===== src/rtl/stopwatch_pkg.sv =====
// Shared types and constants for the BCD stopwatch core.
// clog2() is clamped to at least 1 bit, so TICK_DIV=1 still gets a legal prescaler register.
package stopwatch_pkg;

  localparam logic [3:0] BCD_MAX = 4'd9;
  localparam logic [3:0] BCD_MIN = 4'd0;

  typedef logic [3:0] bcd_t;

  function automatic int clog2(input int value);
    int w;
    w = 1;
    for (int i = 1; i < 31; i++) begin
      if (int'(32'd1 << i) < value) begin
        w = i + 1;
      end
    end
    return w;
  endfunction

endpackage


===== src/rtl/bcd_digit.sv =====
// One BCD digit of the stopwatch chain: steps up or down on i_step_en and wraps inside 0..9.
// Carry/borrow flag that this digit sits at its terminal value for the current direction.
module bcd_digit
  import stopwatch_pkg::*;
(
  input  logic i_clk,
  input  logic i_reset,
  input  logic i_clear,
  input  logic i_step_en,
  input  logic i_down,
  output bcd_t o_value,
  output logic o_carry_out,
  output logic o_borrow_out
);

  bcd_t r_value;
  bcd_t w_next;

  always_comb begin
    w_next = r_value;
    if (!i_step_en) begin
      w_next = r_value;
    end else if (i_down) begin
      if ((r_value == BCD_MIN) || (r_value > BCD_MAX)) begin
        w_next = BCD_MAX;
      end else begin
        w_next = r_value - 4'd1;
      end
    end else begin
      if (r_value >= BCD_MAX) begin
        w_next = BCD_MIN;
      end else begin
        w_next = r_value + 4'd1;
      end
    end
  end

  always_ff @(posedge i_clk or posedge i_reset) begin
    if (i_reset) begin
      r_value <= BCD_MIN;
    end else if (i_clear) begin
      r_value <= BCD_MIN;
    end else begin
      r_value <= w_next;
    end
  end

  assign o_value      = r_value;
  assign o_carry_out  = ~i_down & (r_value == BCD_MAX);
  assign o_borrow_out = i_down & (r_value == BCD_MIN);

endmodule


===== src/rtl/bcd_stopwatch.sv =====
// Parametrised BCD stopwatch: synchronised start/stop and lap buttons, prescaled up/down
// counting with wrap-or-saturate, sticky overflow and a lap freeze of the displayed value.
module bcd_stopwatch
  import stopwatch_pkg::*;
#(
  parameter int NUM_DIGITS = 4,
  parameter int TICK_DIV   = 100000,
  parameter int WRAP       = 1
) (
  input  logic                    i_clk,
  input  logic                    i_reset,
  input  logic                    i_start_stop,
  input  logic                    i_clear,
  input  logic                    i_lap,
  input  logic                    i_down,
  output logic [4*NUM_DIGITS-1:0] o_digits,
  output logic                    o_running,
  output logic                    o_overflow,
  output logic                    o_lap_active
);

  localparam int             PW         = clog2(TICK_DIV);
  localparam logic [PW-1:0]  PRESC_LAST = PW'(TICK_DIV - 1);
  localparam logic           SATURATE   = (WRAP == 0) ? 1'b1 : 1'b0;
  localparam int             BTN_SS     = 0;
  localparam int             BTN_LAP    = 1;

  logic [1:0]              w_btn;
  logic [1:0]              r_sync1;
  logic [1:0]              r_sync2;
  logic [1:0]              r_prev;
  logic [1:0]              w_pulse;

  logic [PW-1:0]           r_presc;
  logic                    r_running;
  logic                    r_overflow;
  logic                    r_lap_active;
  logic [4*NUM_DIGITS-1:0] r_lap;

  logic [4*NUM_DIGITS-1:0] w_count;
  logic [NUM_DIGITS-1:0]   w_carry;
  logic [NUM_DIGITS-1:0]   w_borrow;
  logic [NUM_DIGITS-1:0]   w_term;
  logic [NUM_DIGITS-1:0]   w_en;
  logic                    w_step;
  logic                    w_all_term;
  logic                    w_term_event;
  logic                    w_saturate;
  logic                    w_step_adv;

  assign w_btn   = {i_lap, i_start_stop};
  assign w_pulse = r_sync2 & ~r_prev;

  // Two-flop synchroniser plus edge-detect register for both raw buttons.
  always_ff @(posedge i_clk or posedge i_reset) begin
    if (i_reset) begin
      r_sync1 <= 2'b00;
      r_sync2 <= 2'b00;
      r_prev  <= 2'b00;
    end else begin
      r_sync1 <= w_btn;
      r_sync2 <= r_sync1;
      r_prev  <= r_sync2;
    end
  end

  // The step is qualified by the registered running flag, so a same-cycle toggle cannot cancel it.
  assign w_step       = r_running & (r_presc == PRESC_LAST);
  assign w_term       = w_carry | w_borrow;
  assign w_all_term   = &w_term;
  assign w_term_event = w_step & w_all_term;
  assign w_saturate   = w_term_event & SATURATE;
  assign w_step_adv   = w_step & ~w_saturate;

  always_ff @(posedge i_clk or posedge i_reset) begin
    if (i_reset) begin
      r_presc <= '0;
    end else if (i_clear) begin
      r_presc <= '0;
    end else if (r_running) begin
      if (w_step) begin
        r_presc <= '0;
      end else begin
        r_presc <= r_presc + PW'(1);
      end
    end else begin
      r_presc <= r_presc;
    end
  end

  always_comb begin
    logic v_low;
    w_en = '0;
    for (int k = 0; k < NUM_DIGITS; k++) begin
      v_low = 1'b1;
      for (int j = 0; j < k; j++) begin
        v_low = v_low & w_term[j];
      end
      w_en[k] = w_step_adv & v_low;
    end
  end

  for (genvar k = 0; k < NUM_DIGITS; k++) begin : g_digit
    bcd_digit u_digit (
      .i_clk        (i_clk),
      .i_reset      (i_reset),
      .i_clear      (i_clear),
      .i_step_en    (w_en[k]),
      .i_down       (i_down),
      .o_value      (w_count[4*k +: 4]),
      .o_carry_out  (w_carry[k]),
      .o_borrow_out (w_borrow[k])
    );
  end

  // Clear outranks every same-cycle event but deliberately leaves running untouched.
  always_ff @(posedge i_clk or posedge i_reset) begin
    if (i_reset) begin
      r_running    <= 1'b0;
      r_overflow   <= 1'b0;
      r_lap_active <= 1'b0;
      r_lap        <= '0;
    end else if (i_clear) begin
      r_running    <= r_running;
      r_overflow   <= 1'b0;
      r_lap_active <= 1'b0;
      r_lap        <= '0;
    end else begin
      if (w_pulse[BTN_SS]) begin
        r_running <= ~r_running;
      end else if (w_saturate) begin
        r_running <= 1'b0;
      end else begin
        r_running <= r_running;
      end

      if (w_term_event) begin
        r_overflow <= 1'b1;
      end else begin
        r_overflow <= r_overflow;
      end

      if (w_pulse[BTN_LAP] && !r_lap_active) begin
        r_lap        <= w_count;
        r_lap_active <= 1'b1;
      end else if (w_pulse[BTN_LAP]) begin
        r_lap        <= r_lap;
        r_lap_active <= 1'b0;
      end else begin
        r_lap        <= r_lap;
        r_lap_active <= r_lap_active;
      end
    end
  end

  assign o_digits     = r_lap_active ? r_lap : w_count;
  assign o_running    = r_running;
  assign o_overflow   = r_overflow;
  assign o_lap_active = r_lap_active;

endmodule


===== config.mk =====
export PLATFORM = sky130hd
export DESIGN_NAME = bcd_stopwatch
export DESIGN_NICKNAME = d
export VERILOG_FILES = /design/src/rtl/stopwatch_pkg.sv /design/src/rtl/bcd_digit.sv /design/src/rtl/bcd_stopwatch.sv
export SDC_FILE = /design/constraint.sdc
export NUM_CORES = 1
export LEC_CHECK = 0
export BUFFER_PORTS_ARGS = -buffer_cell sky130_fd_sc_hd__buf_4
export CORE_MARGIN = 2
export CORE_UTILIZATION = 55
export DETAILED_ROUTE_END_ITERATION = 8
export PLACE_DENSITY = 0.86
export SETUP_SLACK_MARGIN = 0.2
export SLEW_MARGIN = 25
export SYNTH_ARGS = -nofsm -noshare
export SYNTH_HDL_FRONTEND = slang
export SYNTH_SLANG_ARGS = --single-unit

===== constraint.sdc =====
create_clock -name i_clk -period 2.63 [get_ports i_clk]
set_clock_uncertainty 0.05 [all_clocks]
set_input_delay 0.263 -clock i_clk [delete_from_list [all_inputs] [get_ports i_clk]]
set_output_delay 0.263 -clock i_clk [all_outputs]
set_load 0.01 [all_outputs]

==> results.sh, run 1 <==
export IMPL_ys_flop_type="dfrtp_1"
export IMPL_clock_root_buffer="clkbuf_8"
export IMPL_antenna_found_initial=0
export IMPL_reg2reg_from="r_presc[6]"
export IMPL_io_pins=25
export IMPL_met3WireLength_um=375
export IMPL_yosys_area_top_type="dfrtp_1"
export IMPL_crit_required_ns=2.85
export IMPL_highest_layer="met4"
export IMPL_clk_latency_ns=0.34
export IMPL_ant_nets=0
export IMPL_multiInputGateArea_um2=1930
export IMPL_numCtsBuffers=9
export IMPL_synthTopCellsByCount="dfrtp_1 (58), nor2_1 (38), o21ai_0 (32)"
export IMPL_min_path_cells=2
export IMPL_firstDrtPassIters=5
export IMPL_cts_htree_levels=3
export IMPL_reg2reg_depth=5
export IMPL_gp_congestion=0.946
export IMPL_critPathKind="flop to flop"
export IMPL_rsz0062_at_grt="yes"
export IMPL_area_delta_synth_final_pct=14.7
export IMPL_die_h_um=84.4
export IMPL_total_leakage_power_uw=0.00176
export IMPL_diodes=0
export IMPL_totalWireLength_um=8010
export IMPL_hold_violations=0
export IMPL_wire_per_inst_um=15.7
export IMPL_tightest_slew_ns=0.725
export IMPL_irDropWorstVdd_uv=481
export IMPL_cp_top_family="simple AND/OR/NAND/NOR gates"
export IMPL_avgSynthCellArea_um2=8.91
export IMPL_setup_viol_count_final=0
export IMPL_crit_fanout=8
export IMPL_wl_met1_um=3530
export IMPL_synthCells=399
export IMPL_synthTopCellsByArea="dfrtp_1 (41%), ha_1 (4.6%), o21ai_0 (4.5%)"
export IMPL_track_usage_pct=23.1
export IMPL_max_slew_margin_pct=51.7
export IMPL_cts_sinks=58
export IMPL_cts_max_path_buffers=2
export IMPL_clk_pin_slew_worst_paths_ns=0.07
export IMPL_status="complete, no violations"
export IMPL_path_cells="or4b_1 -> or4_4 -> and4b_2 -> mux2_2 -> nor2_1"
export IMPL_crit_buf_inv=0
export IMPL_start_kind="flop"
export IMPL_hp_start="i_clear"
export IMPL_start_util_pct=56.3
export IMPL_timing_hold_worst_class="input port to flop"
export IMPL_fmax_ghz=0.407
export IMPL_arrival_ns=2.67
export IMPL_die_area_um2=7120
export IMPL_wl_met2_um=3950
export IMPL_finalCriticalPeriod_ns=2.46
export IMPL_synth_distinct_cells=59
export IMPL_drt_iter0_markers=284
export IMPL_yosysWarnings=0
export IMPL_core_area_um2=6310
export IMPL_drc=0
export IMPL_core_rowCount=29
export IMPL_fill_cells=511
export IMPL_synth_seq_area_share_pct=40.8
export IMPL_async_reset_ff_share_pct=100
export IMPL_grt_pass1_vias=2782
export IMPL_fin_setup_tns_ns=0
export IMPL_instances_no_fill=509
export IMPL_yosys_cell_count_top_type="dfrtp_1"
export IMPL_finalCritPeriodShare_pct=93.5
export IMPL_critPathMaxStageDelay_ns=0.60
export IMPL_port_buffers=24
export IMPL_slew_violations=0
export IMPL_cts_tree="done"
export IMPL_postSynthNetCount=418
export IMPL_r2r_end="g_digit[3].u_digit.o_value[3]"
export IMPL_synth_edff_count=0
export IMPL_crit_path_end_kind="flop"
export IMPL_hpwl_um=5180
export IMPL_power_density_nw_per_um2=482
export IMPL_grt_max_degree=44
export IMPL_netlist_area_um2=3550
export IMPL_max_cap_violations=0
export IMPL_min_to="g_digit[2].u_digit.o_value[2]"
export IMPL_r2r_setup_slack_ns=0.17
export IMPL_die_x_um=84.4
export IMPL_synth_top_area_share_pct=40.8
export IMPL_via_per_inst=6.05
export IMPL_regArea_um2=1450
export IMPL_vias=3081
export IMPL_overflow=0
export IMPL_ys_ff_latch=58
export IMPL_placedCellCount=483
export IMPL_nets=446
export IMPL_grt_pass1_wl_um=13300
export IMPL_drive_gt1_share_pct=16.0
export IMPL_slowest_stage="or4_4"
==> where the power goes <==
part           switching, µW  internal [µW]
clock network            365            434
logic                    126           86.7
registers               35.0            919
==> per-layer routing <==
metal | GRT usage [%] | vias up
li1 | - | 1482
met1 | 30.2 | 1485
met2 | 38.5 | 98
met3 | 4.72 | 16
met4 | 8.08 | 0
met5 | 0 | -
==> worst max-delay path by stage <==
| stage | startpoint | endpoint | slack, ns | depth (start not counted) |
|---|---|---|---|---|
| 2_1_floorplan | r_presc[8] | g_digit[3].u_digit.o_value[3] | 0.21 | 7 |
| 3_3_place_gp | r_presc[6] | g_digit[3].u_digit.o_value[3] | 0.15 | 5 |
| 3_5_place_dp | r_presc[8] | g_digit[3].u_digit.o_value[3] | 0.09 | 5 |
| 4_1_cts | r_presc[8] | g_digit[3].u_digit.o_value[3] | 0.21 | 5 |
| 5_1_grt | r_presc[6] | g_digit[3].u_digit.o_value[2] | 0.11 | 6 |
| 6_report | r_presc[6] | g_digit[3].u_digit.o_value[3] | 0.17 | 5 |
==> cell families after synthesis <==
| logic type | count (synthesis) | synth area share (%) |
|---|---|---|
| xor+xnor | 14 | 3.45 |
| mux | 14 | 4.15 |
| compound gates | 112 | 20.2 |
| simple gates | 141 | 21.5 |
| flops | 58 | 40.8 |
| fa+ha+maj | 13 | 4.58 |
| buf+inv | 47 | 5.24 |
==> final cells by class <==
type	count	area share (%)
clock buffer	11	3.22
clock inverter	5	1.35
inverter	21	1.93
multi-input combinational	294	47.3
sequential	58	35.6
tap	77	2.36
timing repair buffer	43	8.20
==> per-stage QoR <==
stage	area (µm²)	worst slack (ns)	power [µW]	util (%)	hold slack (ns)
floorplan	3560	0.208	1100	-	0.244
finish	4080	0.172	1970	64.6	0.237
CTS	4040	0.213	1980	64.0	0.231
global route	4080	0.108	2050	64.6	0.246
detailed placement	3800	0.0911	1170	60.1	0.290
global placement	3800	0.147	1160	60.1	0.282
==> cells in the final DEF (no fill, tap or decap), types with 6 or more instances in the layout <==
cell type   n
buf_4      39
mux2i_1     8
nand3b_1    7
dfrtp_1    57
nand4_1     8
inv_1      19
a21oi_1    27
clkbuf_8    9
nor2b_1     6
xor2_1      9
nand3_1    15
nand2_1    30
nor3b_1     6
a22o_1     17
o21ai_0    32
ha_1       13
nor2_1     38
==> registers in the layout, summed over array words and instances, names as in the netlist <==
signal	flops
o_lap_active	1
o_overflow	1
r_lap	16
r_prev	2
r_sync1	2
g_digit.u_digit.o_value	16
r_sync2	2
o_running	1
r_presc	17
==> what timing repair did <==
action,CTS,global route
hold endpoints to repair,29,0
hold buffers,3,0
gates resized for setup,1,3
buffers inserted,3,4
gates cloned,0,0
setup endpoints to repair,3,8
pin swaps,1,4
No activity file was read; power rests on OpenSTA's default activity.
==> run 2, diff against run 1 <==
--- a/config.mk
+++ b/config.mk
@@ -9,6 +9,7 @@
 export CORE_MARGIN = 2
 export CORE_UTILIZATION = 55
 export DETAILED_ROUTE_END_ITERATION = 8
+export MAX_ROUTING_LAYER = met4
 export PLACE_DENSITY = 0.86
 export SETUP_SLACK_MARGIN = 0.2
 export SLEW_MARGIN = 25
==> run 2 against run 1 <==
  * Sequential share of layout area unchanged
  * Register-to-register slack about the same
  * Non-clock buffer count unchanged
  * Routed wire length about the same
  * Die area unchanged
  * Cell area unchanged
  * Setup slack worse by 0.0015 ns
  * Clock-buffer cell count unchanged
  * Core utilization unchanged
  * Power about the same
  * Clock power about the same
==> results.sh, run 2 (synthesized netlist as in run 1, its figures left out) <==
export IMPL_crit_path_end_kind="flop"
export IMPL_setup_viol_count_final=0
export IMPL_clk_latency_ns=0.34
export IMPL_diodes=0
export IMPL_max_cap_violations=0
export IMPL_clk_pin_slew_worst_paths_ns=0.06
export IMPL_hpwl_um=5180
export IMPL_critPathKind="flop to flop"
export IMPL_total_leakage_power_uw=0.00176
export IMPL_crit_buf_inv=0
export IMPL_firstDrtPassIters=6
export IMPL_track_usage_pct=23.8
export IMPL_status="complete, no violations"
export IMPL_max_slew_margin_pct=52.4
export IMPL_grt_max_degree=44
export IMPL_finalCritPeriodShare_pct=93.5
export IMPL_vias=3115
export IMPL_overflow=0
export IMPL_area_delta_synth_final_pct=14.7
export IMPL_cts_sinks=58
export IMPL_fin_ws_ns=0.170
export IMPL_start_kind="flop"
export IMPL_drive_gt1_share_pct=16.0
export IMPL_drt_iter0_markers=299
export IMPL_antenna_found_initial=0
export IMPL_drc=0
export IMPL_cts_tree="done"
export IMPL_finalCriticalPeriod_ns=2.46
export IMPL_port_buffers=24
export IMPL_mostFrequentLayoutCell="dfrtp_1"
export IMPL_dp_worst_setup_slack_ns=0.0911
export IMPL_cts_max_path_buffers=2
export IMPL_totalWireLength_um=8020
export IMPL_instances_no_fill=509
export IMPL_nets=446
export IMPL_grt_pass1_wl_um=13300
export IMPL_gp_congestion=0.963
export IMPL_grt_pass1_vias=2785
export IMPL_start_util_pct=56.3
export IMPL_path_cells="or4b_1 -> or4_4 -> and4b_2 -> mux2_2 -> nor2_1"
export IMPL_arrival_ns=2.67
export IMPL_crit_required_ns=2.84
export IMPL_crit_fanout=8
export IMPL_ant_nets=0
export IMPL_irDropWorstVdd_uv=481
export IMPL_numCtsBuffers=9
export IMPL_clock_root_buffer="clkbuf_8"
export IMPL_fmax_ghz=0.407
export IMPL_fin_setup_tns_ns=0
export IMPL_die_area_um2=7120
export IMPL_largest_reg_flops=17
export IMPL_timing_hold_worst_class="input port to flop"
export IMPL_placedCellCount=483
export IMPL_cts_htree_levels=3
export IMPL_die_h_um=84.4
export IMPL_via_per_inst=6.12
export IMPL_io_pins=25
export IMPL_core_area_um2=6310
export IMPL_hold_violations=0
export IMPL_tightest_slew_ns=0.714
export IMPL_hold_ws_ns=0.238
export IMPL_cp_top_family="simple AND/OR/NAND/NOR gates"
export IMPL_regMostFlops="r_presc"
export IMPL_layout_common_cells="dfrtp_1 (57), buf_4 (39), nor2_1 (38)"
export IMPL_power_density_nw_per_um2=482
export IMPL_core_rowCount=29
export IMPL_slowest_stage="or4_4"
export IMPL_die_x_um=84.4
export IMPL_wire_per_inst_um=15.7
export IMPL_rsz0062_at_grt="yes"
export IMPL_critPathMaxStageDelay_ns=0.60
export IMPL_slew_violations=0
==> run 2: cell counts in the layout (fill, tap and decap cells not counted) <==
Identical to the previous run, type by type.
==> run 2: report_power, final <==
part | total, µW | switching, µW | internal, µW
Clock | 799 | 364 | 434
Sequential | 954 | 35.0 | 918
Combinational | 213 | 126 | 86.7
Total | 1970 | 525 | 1440
==> run 2: final timing paths <==
path	to	startpoint	cells after the start	slack [ns]
max	g_digit[3].u_digit.o_value[3]	r_presc[6]	5	0.17
min	g_digit[2].u_digit.o_value[2]	i_clear	2	0.24
max reg2reg	g_digit[3].u_digit.o_value[3]	r_presc[6]	5	0.17
min reg2reg	r_sync2[0]	r_sync1[0]	0	0.30
min in group asynchronous	r_sync1[0]	i_reset	3	0.52
max in group asynchronous	g_digit[2].u_digit.o_value[1]	i_reset	4	1.30
==> run 2: through the flow <==
stage	total power, µW	area (µm²)	utilization (%)
2_1_floorplan	1100	3560	-
3_3_place_gp	1160	3800	60.1
3_5_place_dp	1170	3800	60.1
4_1_cts	1980	4040	64.0
5_1_grt	2050	4080	64.6
6_report	1970	4080	64.6
==> run 2: cell type report <==
cell class                 count  area (µm²)
timing repair buffer          43         334
clock inverter                 5        55.1
clock buffer                  11         131
fill                         511        2240
sequential                    58        1450
multi-input combinational    294        1930
inverter                      21        78.8
tap                           77        96.3
==> run 2: layer usage <==
metal,wire length (µm),track usage [%],share of wire [%]
met5,0,-,0
met4,144,8.08,1.8
met3,418,4.72,5.2
met2,3940,38.4,49
met1,3520,30.3,44
==> run 2: what timing repair did <==
action / in CTS / in global routing
pin swaps: 1 / 4
setup endpoints to repair: 3 / 8
hold endpoints to repair: 29 / 0
buffers inserted: 3 / 4
hold buffers: 3 / 0
gates resized for setup: 1 / 3
==> run 3, diff against run 2 <==
--- a/config.mk
+++ b/config.mk
@@ -7,10 +7,10 @@
 export LEC_CHECK = 0
 export BUFFER_PORTS_ARGS = -buffer_cell sky130_fd_sc_hd__buf_4
 export CORE_MARGIN = 2
-export CORE_UTILIZATION = 55
+export CORE_UTILIZATION = 61
 export DETAILED_ROUTE_END_ITERATION = 8
 export MAX_ROUTING_LAYER = met4
-export PLACE_DENSITY = 0.86
+export PLACE_DENSITY = 0.89
 export SETUP_SLACK_MARGIN = 0.2
 export SLEW_MARGIN = 25
 export SYNTH_ARGS = -nofsm -noshare
==> constraint.sdc (replaced) <==
create_clock -name i_clk -period 2.7 [get_ports i_clk]
set_clock_uncertainty 0.05 [all_clocks]
set_input_delay 0.27 -clock i_clk [delete_from_list [all_inputs] [get_ports i_clk]]
set_output_delay 0.27 -clock i_clk [all_outputs]
set_load 0.01 [all_outputs]
==> run 3 against run 2 <==
  * Global-route usage grew 3.1 points
  * Via count shrank 0.39%
  * Sequential share of layout area grew 0.33 points
  * Power shrank 2.0%
  * Cell area shrank 1.0%
  * Combinational power shrank 18%
  * Clock-buffer cell count grew 3
  * Setup slack gained 0.069 ns
  * Maximum frequency is essentially flat
  * First-iteration DRC count shrank 34%
  * Routed wire length grew 0.55%
  * Largest power group unchanged
==> results.sh, run 3 (synthesized netlist as in run 1, its figures left out) <==
export IMPL_cts_tree="done"
export IMPL_track_usage_pct=27.0
export IMPL_fin_ws_ns=0.239
export IMPL_hold_violations=0
export IMPL_gp_congestion=0.954
export IMPL_grt_max_degree=44
export IMPL_cp_top_family="simple AND/OR/NAND/NOR gates"
export IMPL_crit_path_end_kind="flop"
export IMPL_vias=3103
export IMPL_drc=0
export IMPL_fmax_ghz=0.406
export IMPL_clk_latency_ns=0.34
export IMPL_largest_reg_flops=17
export IMPL_overflow=0
export IMPL_slew_violations=0
export IMPL_hold_ws_ns=0.236
export IMPL_core_rowCount=27
export IMPL_drt_iter0_markers=197
export IMPL_clock_root_buffer="clkbuf_8"
export IMPL_rsz0062_at_grt="no"
export IMPL_finalCritPeriodShare_pct=91.2
export IMPL_critPathMaxStageDelay_ns=0.59
export IMPL_arrival_ns=2.69
export IMPL_core_area_um2=5570
export IMPL_grt_use_met1_pct=31.2
export IMPL_use_met3_pct=8.65
export IMPL_mostFrequentLayoutCell="dfrtp_1"
export IMPL_fin_setup_tns_ns=0
export IMPL_critPathKind="flop to flop"
export IMPL_tightest_slew_ns=0.734
export IMPL_io_pins=25
export IMPL_setup_viol_count_final=0
export IMPL_wire_per_inst_um=16.2
export IMPL_clk_pin_slew_worst_paths_ns=0.07
export IMPL_layout_common_cells="dfrtp_1 (58), nor2_1 (38), buf_4 (35)"
export IMPL_start_kind="flop"
export IMPL_nets=441
export IMPL_cts_htree_levels=3
export IMPL_total_leakage_power_uw=0.00174
export IMPL_die_x_um=80.3
export IMPL_antenna_found_initial=0
export IMPL_slowest_stage="or4_4"
export IMPL_use_met2_pct=43.8
export IMPL_crit_buf_inv=0
export IMPL_cts_sinks=58
export IMPL_die_area_um2=6450
export IMPL_start_util_pct=63.8
export IMPL_numCtsBuffers=9
export IMPL_path_cells="or4_1 -> or4_4 -> and4b_2 -> mux2_2 -> nor2_1"
export IMPL_crit_fanout=8
export IMPL_irDropWorstVdd_uv=429
export IMPL_port_buffers=24
export IMPL_max_cap_violations=0
export IMPL_grt_pass1_wl_um=13000
export IMPL_regMostFlops="r_presc"
export IMPL_status="complete, no violations"
export IMPL_area_delta_synth_final_pct=13.5
export IMPL_grt_pass1_vias=2848
export IMPL_ant_nets=0
export IMPL_dp_worst_setup_slack_ns=0.202
export IMPL_timing_hold_worst_class="input port to flop"
export IMPL_via_per_inst=6.22
export IMPL_drive_gt1_share_pct=14.5
export IMPL_totalWireLength_um=8060
export IMPL_die_h_um=80.3
export IMPL_hpwl_um=5260
export IMPL_max_slew_margin_pct=51.1
export IMPL_busiest_layer="met2"
export IMPL_post_dp_cell_area_um2=3770
export IMPL_finalCriticalPeriod_ns=2.46
export IMPL_fin_area_um2=4040
export IMPL_cts_max_path_buffers=2
export IMPL_power_density_nw_per_um2=477
export IMPL_firstDrtPassIters=5
export IMPL_crit_required_ns=2.93
export IMPL_diodes=0
## run 3: changes by cell type in the layout (fill, tap and decap cells not counted), sizes merged
| cell | delta |
|---|---|
| buf | -5 |
| clkbuf | +3 |
| clkinvlp | -2 |
| clkinv | -1 |
## run 3: path summary, 6_finish.rpt
kind                       slack (ns)  depth (start not counted)        start                       endpoint
setup reg to reg                 0.24                          5  r_presc[11]  g_digit[3].u_digit.o_value[3]
setup / recovery                 0.24                          5  r_presc[11]  g_digit[3].u_digit.o_value[3]
hold reg to reg                  0.30                          0   r_sync1[1]                     r_sync2[1]
hold / removal                   0.24                          2      i_clear  g_digit[2].u_digit.o_value[2]
max in group asynchronous        1.62                          4      i_reset  g_digit[2].u_digit.o_value[1]
min in group asynchronous        0.37                          3      i_reset                    r_presc[10]
## run 3: timing repair
item | in CTS | in global routing
hold buffers | 3 | 0
setup endpoints to repair | 1 | 5
endpoints found under the hold margin | 15 | 0
pin swaps | 0 | 1
cloned | 0 | 0
gates resized for setup | 1 | 1
buffers inserted | 0 | 4
## run 3: metrics by stage
step	instances	utilization, %	total power [µW]
6_report	499	72.4	1930
5_1_grt	499	72.4	2000
4_1_cts	495	71.7	1940
3_5_place_dp	476	67.6	1130
3_3_place_gp	476	67.6	1120
2_1_floorplan	399	-	1070
## run 3: area by class of cell
type                            count  area, µm²
Tap cell                           72       90.1
Clock buffer                       14        163
Multi-Input combinational cell    294       1920
Timing Repair Buffer               38        293
Inverter                           21       78.8
Clock inverter                      2       35.0
Sequential cell                    58       1450
Fill cell                         413       1540
## run 3: routing by layer
metal	vias up	routed length (µm)
met1	1485	3320
met3	25	543
met2	120	4020
met4	0	176
li1	1473	-
met5	-	0
## run 3: where the power goes
group,switching [µW],internal (µW)
clock,335,476
combinational,102,72.6
sequential,45.5,895
